--- src/rtl/divider_restoring.sv ---
// Fixed-point Q8.7 signed divider: sign-magnitude restoring division, one quotient
// bit per clock, rounded half away from zero with saturation and divide-by-zero reporting.
module divider_restoring (
   input  logic        clk,
   input  logic        rst,
   input  logic [15:0] dividend,
   input  logic [15:0] divisor,
   input  logic        start,
   output logic [15:0] result,
   output logic        overflow_flag,
   output logic        div_by_zero,
   output logic        finish,
   output logic        busy
);

   typedef enum logic [1:0] {
      IDLE  = 2'd0,
      CALC  = 2'd1,
      FINAL = 2'd2
   } state_t;

   state_t      state_q, state_d;
   logic [23:0] num_q, num_d;
   logic [15:0] dvs_q, dvs_d;
   logic        sign_q, sign_d;
   logic        dvd_neg_q, dvd_neg_d;
   logic [16:0] rem_q, rem_d;
   logic [23:0] quo_q, quo_d;
   logic [4:0]  cnt_q, cnt_d;
   logic [15:0] result_q, result_d;
   logic        ovf_q, ovf_d;
   logic        dbz_q, dbz_d;
   logic        finish_q, finish_d;
   logic        busy_q, busy_d;

   logic [17:0] trial_s;
   logic        ge_s;
   logic [23:0] m_s;

   function automatic logic [15:0] mag16(input logic [15:0] v);
      mag16 = v[15] ? 16'(~v + 16'd1) : v;
   endfunction

   assign trial_s = {rem_q, num_q[23]};
   assign ge_s    = (trial_s >= {2'b00, dvs_q});
   // Rounded magnitude: the quotient carries one extra fraction bit for rounding.
   assign m_s     = 24'(({1'b0, quo_q} + 25'd1) >> 1);

   // Next-state, datapath and output-register logic.
   always_comb begin
      state_d   = state_q;
      num_d     = num_q;
      dvs_d     = dvs_q;
      sign_d    = sign_q;
      dvd_neg_d = dvd_neg_q;
      rem_d     = rem_q;
      quo_d     = quo_q;
      cnt_d     = cnt_q;
      result_d  = result_q;
      ovf_d     = ovf_q;
      dbz_d     = dbz_q;
      finish_d  = finish_q;
      busy_d    = busy_q;
      case (state_q)
         IDLE: begin
            if (start) begin
               num_d     = {mag16(dividend), 8'd0};
               dvs_d     = mag16(divisor);
               sign_d    = dividend[15] ^ divisor[15];
               dvd_neg_d = dividend[15];
               rem_d     = 17'd0;
               quo_d     = 24'd0;
               cnt_d     = 5'd0;
               finish_d  = 1'b0;
               busy_d    = 1'b1;
               state_d   = CALC;
            end else begin
               state_d = IDLE;
            end
         end
         CALC: begin
            num_d = {num_q[22:0], 1'b0};
            rem_d = ge_s ? 17'(trial_s - {2'b00, dvs_q}) : trial_s[16:0];
            quo_d = {quo_q[22:0], ge_s};
            cnt_d = 5'(cnt_q + 5'd1);
            if (cnt_q == 5'd23) begin
               state_d = FINAL;
            end else begin
               state_d = CALC;
            end
         end
         FINAL: begin
            dbz_d = 1'b0;
            ovf_d = 1'b0;
            if (dvs_q == 16'd0) begin
               dbz_d    = 1'b1;
               ovf_d    = 1'b1;
               result_d = dvd_neg_q ? 16'h8000 : 16'h7FFF;
            end else if (m_s == 24'd0) begin
               result_d = 16'h0000;
            end else if (!sign_q) begin
               if (m_s > 24'd32767) begin
                  result_d = 16'h7FFF;
                  ovf_d    = 1'b1;
               end else begin
                  result_d = m_s[15:0];
               end
            end else begin
               // -32768 is representable, so only magnitudes beyond it saturate.
               if (m_s > 24'd32768) begin
                  result_d = 16'h8000;
                  ovf_d    = 1'b1;
               end else begin
                  result_d = 16'(~m_s[15:0] + 16'd1);
               end
            end
            finish_d = 1'b1;
            busy_d   = 1'b0;
            state_d  = IDLE;
         end
         default: begin
            state_d = IDLE;
         end
      endcase
   end

   // State and datapath registers with asynchronous active-low reset.
   always_ff @(posedge clk or negedge rst) begin
      if (!rst) begin
         state_q   <= IDLE;
         num_q     <= 24'd0;
         dvs_q     <= 16'd0;
         sign_q    <= 1'b0;
         dvd_neg_q <= 1'b0;
         rem_q     <= 17'd0;
         quo_q     <= 24'd0;
         cnt_q     <= 5'd0;
         result_q  <= 16'd0;
         ovf_q     <= 1'b0;
         dbz_q     <= 1'b0;
         finish_q  <= 1'b0;
         busy_q    <= 1'b0;
      end else begin
         state_q   <= state_d;
         num_q     <= num_d;
         dvs_q     <= dvs_d;
         sign_q    <= sign_d;
         dvd_neg_q <= dvd_neg_d;
         rem_q     <= rem_d;
         quo_q     <= quo_d;
         cnt_q     <= cnt_d;
         result_q  <= result_d;
         ovf_q     <= ovf_d;
         dbz_q     <= dbz_d;
         finish_q  <= finish_d;
         busy_q    <= busy_d;
      end
   end

   assign result        = result_q;
   assign overflow_flag = ovf_q;
   assign div_by_zero   = dbz_q;
   assign finish        = finish_q;
   assign busy          = busy_q;

endmodule

--- config.mk ---
export PLATFORM = sky130hd
export DESIGN_NAME = divider_restoring
export DESIGN_NICKNAME = d
export VERILOG_FILES = /design/src/rtl/divider_restoring.sv
export SDC_FILE = /design/constraint.sdc
export NUM_CORES = 1
export LEC_CHECK = 0
export BUFFER_PORTS_ARGS = -buffer_cell sky130_fd_sc_hd__buf_4
export CAP_MARGIN = 20
export CORE_ASPECT_RATIO = 1.1
export CORE_UTILIZATION = 40
export CTS_CLUSTER_DIAMETER = 100
export DETAILED_ROUTE_END_ITERATION = 7
export GPL_TIMING_DRIVEN = 0
export SETUP_SLACK_MARGIN = 0.5
export SYNTH_ARGS = -nofsm -noshare
export SYNTH_HDL_FRONTEND = slang
export SYNTH_SLANG_ARGS = --single-unit
--- constraint.sdc ---
create_clock -name clk -period 5.4 [get_ports clk]
set_clock_uncertainty 0.2 [all_clocks]
set_input_delay 0.27 -clock clk [delete_from_list [all_inputs] [get_ports clk]]
set_output_delay 0.27 -clock clk [all_outputs]
set_load 0.005 [all_outputs]
==> results.yml <==
clock_tree:
  cts_setup_buffers: 0
  htreeDepth: 3
  cts_sinks: 102
  cts_tree: "done"
  clock_latency_ps: 360
  numCtsBuffers: 9
  cts-root-buf: "clkbuf_16"
  cts_max_path_buffers: 2
  path_clk_slew_ps: 80
yosys:
  ys_ff_latch: 102
  syn_inst: 796
  synthesis.area_mm2: 0.00683
  syn-num-nets: 854
  yosysWarnings: 0
  async_flop_share_pct: 100
  synth_top_family_by_area: "simple AND/OR/NAND/NOR gates"
  yosys.area_share.xor_xnor_pct: 7.70
  muxShareOfSynthArea_pct: 2.66
  synth-compound-area-share_pct: 20.9
  yosys.area_share.simple_pct: 21.8
  ys_seq_area_share_pct: 37.4
  synth.distinct_cells: 76
  avgSynthCellArea_um2: 8.58
  ys.flop_type: "dfrtp_1"
  synth-edff-count: 0
  synth_fa_ha_area_share_pct: 4.33
layout:
  fin_area_mm2: 0.00783
  final_cells: 1073
  utilization_pct: 47.5
  drive_gt1_share_pct: 13.2
  num_antenna_cells: 0
  final_cell_mix: "nand2_1 (110), dfrtp_1 (102), o21ai_0 (89), buf_4 (56), nor2_1 (48)"
  fill_cells: 1615
  syn2layout_area_growth_pct: 14.7
  final_common_cell: "nand2_1"
  fin_nets: 922
timing:
  final.min_clock_period_ps: 3580
  setup_ws_ps: 1820
  period_share_pct: 66.2
  worst_pin_slew_ps: 785
  hold_ws_ps: 8.08
  finalSetupViolations: 0
  hold_violations: 0
  timing.slew.headroom_pct: 47.6
  fmaxAchievable_mhz: 280
  setup-tns-final_ps: 0
  drv_slew: 0
  rsz0062_at_grt: "no"
flow_run:
  max-cap-violations: 0
detailed_routing:
  via_per_inst: 5.52
  wire_per_inst_um: 15.9
  drt_iter0_markers: 369
  drt-total-wl_um: 17000
  dr.pass1.iters: 5
  drc: 0
  drtAntennaViolNets: 0
  vias: 5928
pwr:
  power.total_mw: 4.81
  irDropWorstVdd_mv: 0.252
  power.leakage_nw: 3.26
  powerDensity_mw_per_mm2: 614
grt:
  use_met1_pct: 25.7
  grt_pass1_wl_um: 28200
  grt-ovfl-total: 0
  grt_max_degree: 59
  track_usage_pct: 20.2
  antenna_found_initial: 0
  grt_pass1_vias: 5589
  busiest_layer: "met2"
  grt.met3_usage_pct: 2.97
  met2_usage_pct: 34.9
worst_setup_path:
  endpoint_kind: "flip-flop"
  path_max_fanout: 10
  crit_path_start_kind: "flip-flop"
  required_ps: 5440
  cp.arrival_ps: 3620
  worst-setup-path-type: "reg2reg"
floorplan:
  io_pins: 55
  coreArea_mm2: 0.0165
  start_util_pct: 41.4
  dieArea_mm2: 0.0176
  die_w_um: 127
  dieHeight_um: 139
  num_rows: 49
outcome:
  outcome: "finished, final reports clean"
placement:
  io_buffers: 53
  post-place-ws_ps: 1840
  post-dp-hpwl_um: 12700
  place_area_mm2: 0.00751
  gp_congestion: 0.852
  placedCellCount: 1054
worst_hold_path:
  hp-class: "in2reg"
[worst max-delay path: stages (launching register included)]
cell	delay, ps
dfrtp_1	410
inv_1	90
ha_1	200
fa_1	230
nor2b_1	70
o31ai_1	460
a211oi_1	200
nor4_1	420
o31ai_1	250
nor2_1	180
buf_2	340
nor3_1	80
a311o_1	330
[kinds of logic (layout without fill, tap and decap cells)]
group,after synthesis,after routing
simple gates,299,299
flops,102,102
compound gates,212,212
xor+xnor,60,60
buf+inv,82,155
mux,18,18
fa+ha+maj,23,23
[cells in the mapped netlist (13+ instances only)]
cell	n	share of area, %
nor3_1	14	1.0
o21ai_0	89	6.5
nand2_1	110	6.0
ha_1	22	4.0
inv_1	33	1.8
xor2_1	34	4.4
xnor2_1	26	3.3
nand3_1	34	2.5
a22oi_1	13	1.4
mux2i_1	17	2.5
nor2_1	48	2.6
dfrtp_1	102	37
nand4_1	13	1.2
clkbuf_1	27	1.5
a21oi_1	24	1.8
[path summary, 6_finish.rpt]
path	from	to	slack (ps)	cells after the start
min in group asynchronous	rst	result[7]	320	2
setup reg to reg	num_q[23]	rem_q[0]	1820	12
setup / recovery	num_q[23]	rem_q[0]	1820	12
hold / removal	dividend[2]	num_q[10]	8	3
max in group asynchronous	rst	rem_q[13]	3980	3
hold reg to reg	finish	finish	290	2
[power by group]
| group | switching (mW) | internal (mW) |
|---|---|---|
| clock network | 0.322 | 0.325 |
| registers | 0.275 | 1.10 |
| logic | 1.62 | 1.16 |
| total | 2.22 | 2.59 |
[area by class of cell]
class	instances	area [µm²]	share of cell area [%]
repair buffers	57	455	5.82
plain buffers	49	230	2.94
multi-input cells	612	3920	50.1
clock inverters	7	67.6	0.863
inverters	33	124	1.58
well taps	204	255	3.26
flip-flops and latches	102	2550	32.6
clock buffers	9	225	2.88
[flip-flops by register name (all words and copies together) (netlist names), 2 cells and up]
| name | count |
|---|---|
| quo_q | 24 |
| num_q | 16 |
| rem_q | 17 |
| result | 16 |
| state_q | 2 |
| cnt_q | 5 |
| dvs_q | 16 |
[what timing repair did]
item	4_1_cts	5_1_grt
gates resized for setup	0	0
hold buffers	3	0
hold endpoints to repair	60	0
[metal layers]
| metal | wire length (µm) | share of wire [%] | vias to the layer above |
|---|---|---|---|
| li1 | - | - | 2991 |
| met3 | 470 | 2.8 | 19 |
| met5 | 0 | 0 | - |
| met1 | 8070 | 47 | 2807 |
| met2 | 8190 | 48 | 111 |
| met4 | 304 | 1.8 | 0 |
Note: power is estimated with default switching activity, not from simulation.
